==> src/rtl/trap_csr_unit_pkg.sv <==
// rtl/trap_csr_unit_pkg.sv - CSR addresses, op encoding, trap causes and the CSR write helper.
package trap_csr_unit_pkg;

  localparam logic [11:0] CSR_MSTATUS  = 12'h300;
  localparam logic [11:0] CSR_MISA     = 12'h301;
  localparam logic [11:0] CSR_MIE      = 12'h304;
  localparam logic [11:0] CSR_MTVEC    = 12'h305;
  localparam logic [11:0] CSR_MSCRATCH = 12'h340;
  localparam logic [11:0] CSR_MEPC     = 12'h341;
  localparam logic [11:0] CSR_MCAUSE   = 12'h342;
  localparam logic [11:0] CSR_MIP      = 12'h344;
  localparam logic [11:0] CSR_MCYCLE   = 12'hB00;
  localparam logic [11:0] CSR_MCYCLEH  = 12'hB80;
  localparam logic [11:0] CSR_MHARTID  = 12'hF14;

  localparam logic [31:0] CAUSE_ILLEGAL = 32'd2;
  localparam logic [31:0] CAUSE_BREAK   = 32'd3;
  localparam logic [31:0] CAUSE_ECALL_M = 32'd11;
  localparam logic [31:0] CAUSE_MTIMER  = 32'h8000_0007;

  localparam int unsigned MSTATUS_MIE_BIT  = 3;
  localparam int unsigned MSTATUS_MPIE_BIT = 7;
  localparam int unsigned MIE_MTIE_BIT     = 7;

  localparam logic [31:0] MSTATUS_WMASK = 32'h0000_0088;
  localparam logic [31:0] MIE_WMASK     = 32'h0000_0080;
  localparam logic [31:0] ADDR_MASK     = 32'hFFFF_FFFC;

  typedef enum logic [1:0] {
    CSR_OP_NONE  = 2'd0,
    CSR_OP_WRITE = 2'd1,
    CSR_OP_SET   = 2'd2,
    CSR_OP_CLEAR = 2'd3
  } csr_op_e;

  function automatic logic [31:0] csr_apply(csr_op_e op, logic [31:0] old_val,
                                            logic [31:0] wdata);
    case (op)
      CSR_OP_WRITE: return wdata;
      CSR_OP_SET:   return old_val | wdata;
      CSR_OP_CLEAR: return old_val & ~wdata;
      default:      return old_val;
    endcase
  endfunction

endpackage

==> src/rtl/trap_csr_unit_if.sv <==
// rtl/trap_csr_unit_if.sv - decoder-to-CSR request bus and trap/CSR responses.
interface trap_csr_unit_if;
  import trap_csr_unit_pkg::*;

  logic        instr_valid;
  logic [31:0] pc;
  csr_op_e     csr_op;
  logic [11:0] csr_addr;
  logic [31:0] csr_wdata;
  logic        exc_request;
  logic [31:0] exc_cause;
  logic        inst_invalid;
  logic        exc_ret;
  logic        mtimecmp_we;
  logic        mtimecmp_hi;
  logic [31:0] mtimecmp_wdata;

  logic [31:0] csr_rdata;
  logic        exception_present;
  logic [31:0] trap_vector;
  logic [31:0] epc;
  logic [63:0] mtime;

  modport master (
    output instr_valid, pc, csr_op, csr_addr, csr_wdata, exc_request, exc_cause,
           inst_invalid, exc_ret, mtimecmp_we, mtimecmp_hi, mtimecmp_wdata,
    input  csr_rdata, exception_present, trap_vector, epc, mtime
  );

  modport slave (
    input  instr_valid, pc, csr_op, csr_addr, csr_wdata, exc_request, exc_cause,
           inst_invalid, exc_ret, mtimecmp_we, mtimecmp_hi, mtimecmp_wdata,
    output csr_rdata, exception_present, trap_vector, epc, mtime
  );

endinterface

==> src/rtl/trap_csr_unit_mtime_timer.sv <==
// rtl/trap_csr_unit_mtime_timer.sv - free-running mtime, mtimecmp and registered MTIP.
module mtime_timer (
  input  logic        clk_i,
  input  logic        rst_ni,
  input  logic        cmp_we_i,
  input  logic        cmp_hi_i,
  input  logic [31:0] cmp_wdata_i,
  output logic [63:0] mtime_o,
  output logic        mtip_o
);

  logic [63:0] mtime_q, mtime_d;
  logic [63:0] mtimecmp_q, mtimecmp_d;
  logic        mtip_q;

  always_comb begin
    mtime_d    = mtime_q + 64'd1;
    mtimecmp_d = mtimecmp_q;
    if (cmp_we_i) begin
      if (cmp_hi_i) mtimecmp_d[63:32] = cmp_wdata_i;
      else          mtimecmp_d[31:0]  = cmp_wdata_i;
    end
  end

  // Compare the post-update values so a new mtimecmp shows up in MTIP one cycle later.
  always_ff @(posedge clk_i) begin
    if (!rst_ni) begin
      mtime_q    <= 64'd0;
      mtimecmp_q <= 64'hFFFF_FFFF_FFFF_FFFF;
      mtip_q     <= 1'b0;
    end else begin
      mtime_q    <= mtime_d;
      mtimecmp_q <= mtimecmp_d;
      mtip_q     <= (mtime_d >= mtimecmp_d);
    end
  end

  assign mtime_o = mtime_q;
  assign mtip_o  = mtip_q;

endmodule

==> src/rtl/trap_csr_unit.sv <==
// rtl/trap_csr_unit.sv - machine-mode CSR file and trap responder for the single-cycle core.
module trap_csr_unit
  import trap_csr_unit_pkg::*;
#(
  parameter logic [31:0] MISA_VAL = 32'h4000_0100,
  parameter logic [31:0] HART_ID  = 32'd0
) (
  input logic               clk,
  input logic               rst_n,
  trap_csr_unit_if.slave    bus
);

  logic [31:0] mstatus_q, mstatus_d;
  logic [31:0] mie_q, mie_d;
  logic [31:0] mtvec_q, mtvec_d;
  logic [31:0] mscratch_q, mscratch_d;
  logic [31:0] mepc_q, mepc_d;
  logic [31:0] mcause_q, mcause_d;
  logic [63:0] mcycle_q, mcycle_d;

  logic [63:0] mtime_w;
  logic        mtip;

  logic        csr_active;
  logic        addr_hit;
  logic        illegal_csr;
  logic [31:0] old_val;
  logic [31:0] wval;
  logic        timer_irq;
  logic        trap;
  logic [31:0] cause;
  logic        csr_we;
  logic        mret;

  mtime_timer u_timer (
    .clk_i       (clk),
    .rst_ni      (rst_n),
    .cmp_we_i    (bus.mtimecmp_we),
    .cmp_hi_i    (bus.mtimecmp_hi),
    .cmp_wdata_i (bus.mtimecmp_wdata),
    .mtime_o     (mtime_w),
    .mtip_o      (mtip)
  );

  always_comb begin
    addr_hit = 1'b1;
    old_val  = 32'd0;
    case (bus.csr_addr)
      CSR_MSTATUS:  old_val = mstatus_q;
      CSR_MISA:     old_val = MISA_VAL;
      CSR_MIE:      old_val = mie_q;
      CSR_MTVEC:    old_val = mtvec_q;
      CSR_MSCRATCH: old_val = mscratch_q;
      CSR_MEPC:     old_val = mepc_q;
      CSR_MCAUSE:   old_val = mcause_q;
      CSR_MIP:      old_val = {24'd0, mtip, 7'd0};
      CSR_MCYCLE:   old_val = mcycle_q[31:0];
      CSR_MCYCLEH:  old_val = mcycle_q[63:32];
      CSR_MHARTID:  old_val = HART_ID;
      default:      addr_hit = 1'b0;
    endcase
  end

  assign csr_active  = (bus.csr_op != CSR_OP_NONE);
  assign illegal_csr = csr_active && !addr_hit;
  assign wval        = csr_apply(bus.csr_op, old_val, bus.csr_wdata);
  assign timer_irq   = mstatus_q[MSTATUS_MIE_BIT] & mie_q[MIE_MTIE_BIT] & mtip;
  assign trap        = bus.instr_valid &
                       (bus.inst_invalid | illegal_csr | bus.exc_request | timer_irq);
  assign csr_we      = bus.instr_valid && csr_active && addr_hit && !trap;
  assign mret        = bus.instr_valid && bus.exc_ret && !trap;

  always_comb begin
    if (bus.inst_invalid)     cause = bus.exc_cause;
    else if (illegal_csr)     cause = CAUSE_ILLEGAL;
    else if (bus.exc_request) cause = bus.exc_cause;
    else                      cause = CAUSE_MTIMER;
  end

  always_comb begin
    mstatus_d  = mstatus_q;
    mie_d      = mie_q;
    mtvec_d    = mtvec_q;
    mscratch_d = mscratch_q;
    mepc_d     = mepc_q;
    mcause_d   = mcause_q;
    mcycle_d   = mcycle_q + 64'd1;

    // Read-only CSRs fall through the default arm, so writes to them are silently dropped.
    if (csr_we) begin
      case (bus.csr_addr)
        CSR_MSTATUS:  mstatus_d         = wval & MSTATUS_WMASK;
        CSR_MIE:      mie_d             = wval & MIE_WMASK;
        CSR_MTVEC:    mtvec_d           = wval & ADDR_MASK;
        CSR_MSCRATCH: mscratch_d        = wval;
        CSR_MEPC:     mepc_d            = wval & ADDR_MASK;
        CSR_MCAUSE:   mcause_d          = wval;
        CSR_MCYCLE:   mcycle_d[31:0]    = wval;
        CSR_MCYCLEH:  mcycle_d[63:32]   = wval;
        default:      ;
      endcase
    end

    if (trap) begin
      mepc_d                      = bus.pc & ADDR_MASK;
      mcause_d                    = cause;
      mstatus_d[MSTATUS_MPIE_BIT] = mstatus_q[MSTATUS_MIE_BIT];
      mstatus_d[MSTATUS_MIE_BIT]  = 1'b0;
    end else if (mret) begin
      mstatus_d[MSTATUS_MIE_BIT]  = mstatus_q[MSTATUS_MPIE_BIT];
      mstatus_d[MSTATUS_MPIE_BIT] = 1'b1;
    end
  end

  always_ff @(posedge clk) begin
    if (!rst_n) begin
      mstatus_q  <= 32'd0;
      mie_q      <= 32'd0;
      mtvec_q    <= 32'd0;
      mscratch_q <= 32'd0;
      mepc_q     <= 32'd0;
      mcause_q   <= 32'd0;
      mcycle_q   <= 64'd0;
    end else begin
      mstatus_q  <= mstatus_d;
      mie_q      <= mie_d;
      mtvec_q    <= mtvec_d;
      mscratch_q <= mscratch_d;
      mepc_q     <= mepc_d;
      mcause_q   <= mcause_d;
      mcycle_q   <= mcycle_d;
    end
  end

  assign bus.csr_rdata         = (csr_active && addr_hit) ? old_val : 32'd0;
  assign bus.exception_present = trap;
  assign bus.trap_vector       = mtvec_q;
  assign bus.epc               = mepc_q;
  assign bus.mtime             = mtime_w;

endmodule

==> src/flat_wrapper.sv <==
// flat-port wrapper written by rule: the top's interface ports become plain ports
module trap_csr_unit_flat import trap_csr_unit_pkg::*;
#(
  parameter logic [31:0] MISA_VAL = 32'h4000_0100,
  parameter logic [31:0] HART_ID  = 32'd0
)
  (clk, rst_n, bus_instr_valid, bus_pc, bus_csr_op, bus_csr_addr, bus_csr_wdata, bus_exc_request, bus_exc_cause, bus_inst_invalid, bus_exc_ret, bus_mtimecmp_we, bus_mtimecmp_hi, bus_mtimecmp_wdata, bus_csr_rdata, bus_exception_present, bus_trap_vector, bus_epc, bus_mtime);
  trap_csr_unit_if bus_i ();
  input logic clk;
  input logic rst_n;
  input wire logic [$bits(bus_i.instr_valid)-1:0] bus_instr_valid;
  input wire logic [$bits(bus_i.pc)-1:0] bus_pc;
  input wire logic [$bits(bus_i.csr_op)-1:0] bus_csr_op;
  input wire logic [$bits(bus_i.csr_addr)-1:0] bus_csr_addr;
  input wire logic [$bits(bus_i.csr_wdata)-1:0] bus_csr_wdata;
  input wire logic [$bits(bus_i.exc_request)-1:0] bus_exc_request;
  input wire logic [$bits(bus_i.exc_cause)-1:0] bus_exc_cause;
  input wire logic [$bits(bus_i.inst_invalid)-1:0] bus_inst_invalid;
  input wire logic [$bits(bus_i.exc_ret)-1:0] bus_exc_ret;
  input wire logic [$bits(bus_i.mtimecmp_we)-1:0] bus_mtimecmp_we;
  input wire logic [$bits(bus_i.mtimecmp_hi)-1:0] bus_mtimecmp_hi;
  input wire logic [$bits(bus_i.mtimecmp_wdata)-1:0] bus_mtimecmp_wdata;
  output wire logic [$bits(bus_i.csr_rdata)-1:0] bus_csr_rdata;
  output wire logic [$bits(bus_i.exception_present)-1:0] bus_exception_present;
  output wire logic [$bits(bus_i.trap_vector)-1:0] bus_trap_vector;
  output wire logic [$bits(bus_i.epc)-1:0] bus_epc;
  output wire logic [$bits(bus_i.mtime)-1:0] bus_mtime;
  assign bus_i.instr_valid = bus_instr_valid;
  assign bus_i.pc = bus_pc;
  assign bus_i.csr_op = bus_csr_op;
  assign bus_i.csr_addr = bus_csr_addr;
  assign bus_i.csr_wdata = bus_csr_wdata;
  assign bus_i.exc_request = bus_exc_request;
  assign bus_i.exc_cause = bus_exc_cause;
  assign bus_i.inst_invalid = bus_inst_invalid;
  assign bus_i.exc_ret = bus_exc_ret;
  assign bus_i.mtimecmp_we = bus_mtimecmp_we;
  assign bus_i.mtimecmp_hi = bus_mtimecmp_hi;
  assign bus_i.mtimecmp_wdata = bus_mtimecmp_wdata;
  assign bus_csr_rdata = bus_i.csr_rdata;
  assign bus_exception_present = bus_i.exception_present;
  assign bus_trap_vector = bus_i.trap_vector;
  assign bus_epc = bus_i.epc;
  assign bus_mtime = bus_i.mtime;
  trap_csr_unit #(.MISA_VAL(MISA_VAL), .HART_ID(HART_ID)) u_core (.clk(clk), .rst_n(rst_n), .bus(bus_i));
endmodule
==> config.mk <==
export PLATFORM = sky130hd
export DESIGN_NAME = trap_csr_unit_flat
export DESIGN_NICKNAME = d
export VERILOG_FILES = /design/src/rtl/trap_csr_unit_pkg.sv /design/src/rtl/trap_csr_unit_if.sv /design/src/rtl/trap_csr_unit_mtime_timer.sv /design/src/rtl/trap_csr_unit.sv /design/src/flat_wrapper.sv
export SDC_FILE = /design/constraint.sdc
export NUM_CORES = 1
export LEC_CHECK = 0
export ABC_AREA = 1
export CORE_MARGIN = 5
export CORE_UTILIZATION = 55
export DETAILED_ROUTE_END_ITERATION = 6
export PLACE_DENSITY = 0.82
export SYNTH_ARGS = -nofsm -noshare
export SYNTH_HDL_FRONTEND = slang
export SYNTH_SLANG_ARGS = --single-unit
==> constraint.sdc <==
create_clock -name clk -period 4.4 [get_ports clk]
set_input_delay 0.88 -clock clk [delete_from_list [all_inputs] [get_ports clk]]
set_output_delay 0.88 -clock clk [all_outputs]
set_load 0.005 [all_outputs]
== After elaboration in Yosys (flattened, before gate mapping) ==
Index checks and enable logic that the tools add are counted.

* $add $sub $neg: 2
* Order comparisons: 1
* Eq/ne operators: 14
* Muxes and demuxes: 24
* Bitwise operators: 10
* Reduce and logical (&&, ||, !) cells: 26

{| class="wikitable"
|+ Operators with widths
! operator !! number
|-
| 2-to-1 mux 32 bit || 14
|-
| case mux 32 bit (10 select lines) || 1
|-
| adder 64 x 1 -> 64 bit, second input constant || 2
|-
| 2-to-1 mux 64 bit || 2
|-
| == test 12 x 10 -> 1 bit, second input constant || 8
|-
| case mux 32 bit (3 select lines) || 1
|-
| >= comparator 64 bit || 1
|-
| == test 12 bit, second input constant || 3
|-
| bitwise AND 32 bit || 1
|-
| inverter 32 bit || 1
|-
| bitwise OR 32 bit || 1
|-
| 2-to-1 mux 8 bit || 2
|-
| AND reduction 2 bit || 7
|-
| nonzero test 2 bit || 6
|-
| OR reduction 11 bit || 1
|-
| logical AND 1 bit || 7
|-
| nonzero test 3 bit || 2
|-
| == test 2 bit, second input constant || 2
|-
| 2-to-1 mux 1 bit || 4
|-
| bitwise AND 1 bit || 3
|-
| bitwise OR 1 bit || 3
|-
| == test 2 x 1 -> 1 bit, second input constant || 1
|-
| zero test 1 bit || 2
|-
| OR reduction 2 bit || 1
|-
| inverter 1 bit || 1
|}

* Register bits: 320
* Input bits: 150

== Logic depth before layout (Yosys ltp) ==
* Word-level depth: 14
* Gate-level depth with buffers: 23
* Gate-level depth less buffers: 23

== Modules after synthesis ==
A second synthesis with hierarchy kept.

* Cell total of the unflattened synthesis: 3,082
* Area total of the unflattened synthesis: 19,891.6 µm²

{| class="wikitable"
|+ By module, submodules not included
! module !! times used !! cells an instance !! area each (µm²) !! sequential area each (µm²)
|-
| trap_csr_unit || 1 || 2,046 || 12,359.4 || 3,823.7
|-
| mtime_timer || 1 || 1,036 || 7,532.2 || 2,582.5
|}

== Least setup slack after synthesis ==
No wires, ideal clock.

* Path type: register to register
* Start point: reg u_core.u_timer.mtime_q[0] (netlist: u_core.u_timer.mtime_o[0])
* End point: reg u_core.u_timer.mtip_q (netlist: u_core.u_timer.mtip_o)
* Arrival: 3.151 ns
* Required time: 4.343 ns
* Setup slack: 1.192 ns
* Stages on the path, launching flop included: 22
* Buffers on the path: 0
* Period minus slack after synthesis: 3.208 ns
* Cells stage by stage: dfxtp_1 -> ha_1 -> nand3_2 -> nor2_4 -> nand2_1 -> inv_1 -> nand2_1 -> or3_1 -> nor4_1 -> xor2_1 -> inv_1 -> ha_1 -> nand2_1 -> inv_1 -> nand3_1 -> nor3_1 -> nor3b_1 -> and3_1 -> nand4_1 -> nand3_1 -> nand2_1 -> inv_1

* Word-level cells in the longest chain between the ends: 2

{| class="wikitable"
|+ RTL lines
! element !! line !! source
|-
| start, declared || trap_csr_unit_mtime_timer.sv:12 || <nowiki>logic [63:0] mtime_q, mtime_d;</nowiki>
|-
| start signal, assigned || trap_csr_unit_mtime_timer.sv:32 || <nowiki>mtime_q <= mtime_d;</nowiki>
|-
| adder 64 x 1 -> 64 bit || trap_csr_unit_mtime_timer.sv:17 || <nowiki>mtime_d = mtime_q + 64'd1;</nowiki>
|-
| via u_core.u_timer.mtime_d[62] || trap_csr_unit_mtime_timer.sv:12 ||
|-
| >= comparator 64 bit || trap_csr_unit_mtime_timer.sv:34 || <nowiki>mtip_q <= (mtime_d >= mtimecmp_d);</nowiki>
|-
| end signal, assigned || trap_csr_unit_mtime_timer.sv:34 ||
|-
| end, declared || trap_csr_unit_mtime_timer.sv:14 || <nowiki>logic mtip_q;</nowiki>
|}

The timed path passes the listed nets, and every way through them passes these cells.
A chain may end at the register's enable or synchronous reset.

== Worst setup path after layout ==
* Start point: in bus_csr_addr[7]
* End point: out bus_csr_rdata[12]

* Word-level cells in the longest chain between the ends: 5
* Elaborated cells on any way between the ends: 16
* Those cells by class: 11 x eq/ne; 3 x mux; 2 x reduce/logical

{| class="wikitable"
|+ RTL lines
! element !! line !! source
|-
| start, declared || flat_wrapper.sv:14 || <nowiki>input wire logic [$bits(bus_i.csr_addr)-1:0] bus_csr_addr;</nowiki>
|-
| == test 12 bit or == test 12 x 10 -> 1 bit (tied branches) || trap_csr_unit.sv:48 || <nowiki>case (bus.csr_addr)</nowiki>
|-
| OR reduction 11 bit (no line) || - ||
|-
| 2-to-1 mux 1 bit || trap_csr_unit.sv:48 ||
|-
| logical AND 1 bit || trap_csr_unit.sv:135 || <nowiki>assign bus.csr_rdata = (csr_active && addr_hit) ? old_val : 32'd0;</nowiki>
|-
| 2-to-1 mux 32 bit (*) || trap_csr_unit.sv:135 ||
|-
| end, declared || flat_wrapper.sv:23 || <nowiki>output wire logic [$bits(bus_i.csr_rdata)-1:0] bus_csr_rdata;</nowiki>
|}

Every way passes the cells marked *; elsewhere a longest branch is shown, timed or not.

==> results.cfg <==
[timing]
setup_tns_ns = 0
fin_crit_ns = 4.221
timing.final.crit_share_pct = 95.93
rsz0062_at_grt = no
slew_headroom_pct = 18.52
hold_violations = 0
fmax_mhz = 236.9
fin_skew_ns = 0.02167
setup_viol = 0
tightest_slew_ns = 1.220
drv_slew = 0

[power]
vdd_ir_drop_max_mv = 0.3419
p_sw_share_pct = 26.35
p_int_mw = 5.159
clkPwrFrac_pct = 46.2
pwr-share-comb_pct = 10.8
p_leak_nw = 10.32
finalPower_mw = 7.005
p_sw_mw = 1.846
power_density_nw_per_um2 = 287.4
p_seq_share_pct = 43.1

[detailed_routing]
ant_nets = 0
vias_per_cell = 5.891
drt_iter0_drc = 2403
first_pass_iters = 7
wire_per_inst_um = 22.15
route.detailed.drc = 0
drt-total-wl_mm = 84.05
dr_total_vias = 22351

[finish]
fin_util_pct = 68.87
final_cell_mix = nand2_1 (633), nor2_1 (471), inv_1 (385)
ff_latch_area_um2 = 6406
layout_commonest_cell = nand2_1
synthToLayoutAreaGrowth_pct = 24.46
drive_above_1_share_pct = 5.224
fillers = 2984
multiInputGateArea_um2 = 11130
fin_nets = 3518
final_cells = 3794

[outcome]
status = completed

[critical_path]
crit_buf_inv = 4
critPathLaunchType = input pin
cp.required_ns = 3.52
critPathCaptureType = primary output
slowest_delay_ns = 0.54
cp_max_fo = 7
cp_common_cell = nand2_1
worstSetupPathType = in2out
cp_top_family = buffers and inverters
slowest_stage = clkdlybuf4s50_1
crit_arrival_ns = 3.34
path_cells = clkdlybuf4s50_1 > inv_2 > nand2_1 > nor2_2 > nand2_1 > nor2_1 > buf_4 > nand2_1 > nand2_1 > nor2_1 > a31oi_1 > clkdlybuf4s50_1

[floorplanning]
dieArea_um2 = 39480
die_w_um = 198.7
die_h_um = 198.7
start_util_pct = 55.33
num_io_pins = 311
core_um2 = 35400
rows = 69

[cts]
clk_latency_ns = 0.57
root_buffer = clkbuf_16
htreeDepth = 2
clock_path_buffers = 3
clkTransAtPathRegs_ns = 0.06
ctsHoldBuffers = 0
cts_tree = built
cts_made_buffers = 37
cts.sinks = 320

[global_routing]
gr-total-overflow = 0
antenna_found_initial = 5
grt_max_degree = 145
grt_use_total_pct = 41.11
grt_pass1_wl_mm = 125.5
grt_pass1_vias = 21821

[synth]
synth_warnings = 0
ys_seq_area_share_pct = 32.71
synth.distinct_cells = 54
syn_avg_cell_area_um2 = 6.477
synth_area_leaders = dfxtp_1 (33%), nand2_1 (12%), nor2_1 (9.0%)
synth_area_leader_cell = dfxtp_1
syn_inst = 3024
ys_ff_latch = 320
yosysTopAreaCellShare_pct = 32.71
syn_area_um2 = 19590

[placed_design]
io_buffers = 304
placedCellCount = 3724
gp_congestion = 1.040
dp_hpwl_mm = 64.21

[run]
drv_cap = 0

[worst_hold_path]
hp-class = reg2reg
cells by family (layout without fill, tap and decap cells):
kind of cell	after synthesis	in the layout	synth area share, %
and+or+nand+nor	1544	1544	33.80
xor gates and xnor gates	94	94	4.204
muxes	63	63	3.220
DFF	320	320	32.71
AOI/OAI and AO/OA	418	418	11.22
other	1	6	0.01915
adders and majority gates	66	66	4.216
buffers and inverters	518	822	10.62
stage by stage:
| stage | area (um^2) | hold WS (ns) | setup slack [ns] |
|---|---|---|---|
| after floorplan | 19600 | 0.4245 | 1.192 |
| after global placement | 23110 | 0.4356 | 0.2177 |
| after detailed placement | 23110 | 0.4433 | 0.1627 |
| after CTS | 24370 | 0.4525 | 0.1576 |
| after global routing | 24370 | 0.4790 | 0.02196 |
| final | 24380 | 0.4513 | 0.1793 |
metal layers:
metal	track usage (%)	up-vias	routed length, um
li1	-	10320	-
met3	7.927	328	8151
met2	69.07	1353	39500
met1	48.73	10346	30550
met4	24.70	4	5828
met5	0	-	23
flip-flops by register name, summed over array words and instances (netlist names):
name	cells
u_core.mcycle_q	64
u_core.u_timer.mtime_o	64
u_core.u_timer.mtimecmp_q	64
u_core.mcause_q	32
u_core.mscratch_q	32
u_core.bus.epc	30
u_core.bus.trap_vector	30
u_core.mstatus_q	2
u_core.mie_q	1
u_core.u_timer.mtip_o	1
final timing paths:
check | endpoint | start | depth (start not counted) | slack [ns]
worst max register to register | u_core.u_timer.mtip_o | u_core.u_timer.mtime_o[1] | 21 | 0.21
worst max-delay path | bus_csr_rdata[12] | bus_csr_addr[7] | 12 | 0.18
worst min register to register | u_core.mscratch_q[3] | u_core.mscratch_q[3] | 2 | 0.45
worst min-delay path | u_core.mscratch_q[3] | u_core.mscratch_q[3] | 2 | 0.45
cell type report:
cell class | instances | share of cell area, %
Tap cell | 461 | 2.366
Clock buffer | 54 | 4.389
Inverter | 392 | 6.036
Multi-Input combinational cell | 2189 | 45.66
Antenna cell | 2 | 0.02053
Clock inverter | 14 | 0.7648
Timing Repair Buffer | 362 | 14.48
Sequential cell | 320 | 26.28
timing repair:
| action | 4_1_cts | 5_1_grt |
|---|---|---|
| setup endpoints to repair | 0 | 2 |
| resized for setup | 0 | 2 |
| setup buffers | 0 | 0 |
tightest hold or removal path, stage by stage (launching register included):
cell	delay [ns]
dfxtp_1	0.30
inv_1	0.05
a21oi_1	0.05
power by group through the flow:
stage                     logic (mW)  registers (mW)  clock network [mW]
final                          0.755            3.02                3.23
after floorplan                0.379            3.06                   0
after global placement         0.701            3.07                   0
after CTS                      0.737            3.01                3.23
after detailed placement       0.725            3.08                   0
after global routing           0.812            3.02                3.36
synthesized netlist by cell type, drive strengths merged:
library cell and count:
and2 7, and3 2, or2 10, a21oi 137, xor2 88, nor2 488
mux2i 63, conb 1, a221oi 1, a31oi 5, dfxtp 320, nand2 646
o221ai 1, o21bai 1, nor3b 1, clkinv 1, nand3 229, or3 2
o21a 1, nor3 80, ha 66, buf 57, o21ai 220, inv 391
xnor2 6, o2111ai 3, nand3b 3, clkbuf 69, nor4b 1, o2bb2ai 1
nor4 23, nand4 51, or3b 1, o211ai 6, o22ai 42
No activity file was read; power rests on OpenSTA's default activity.
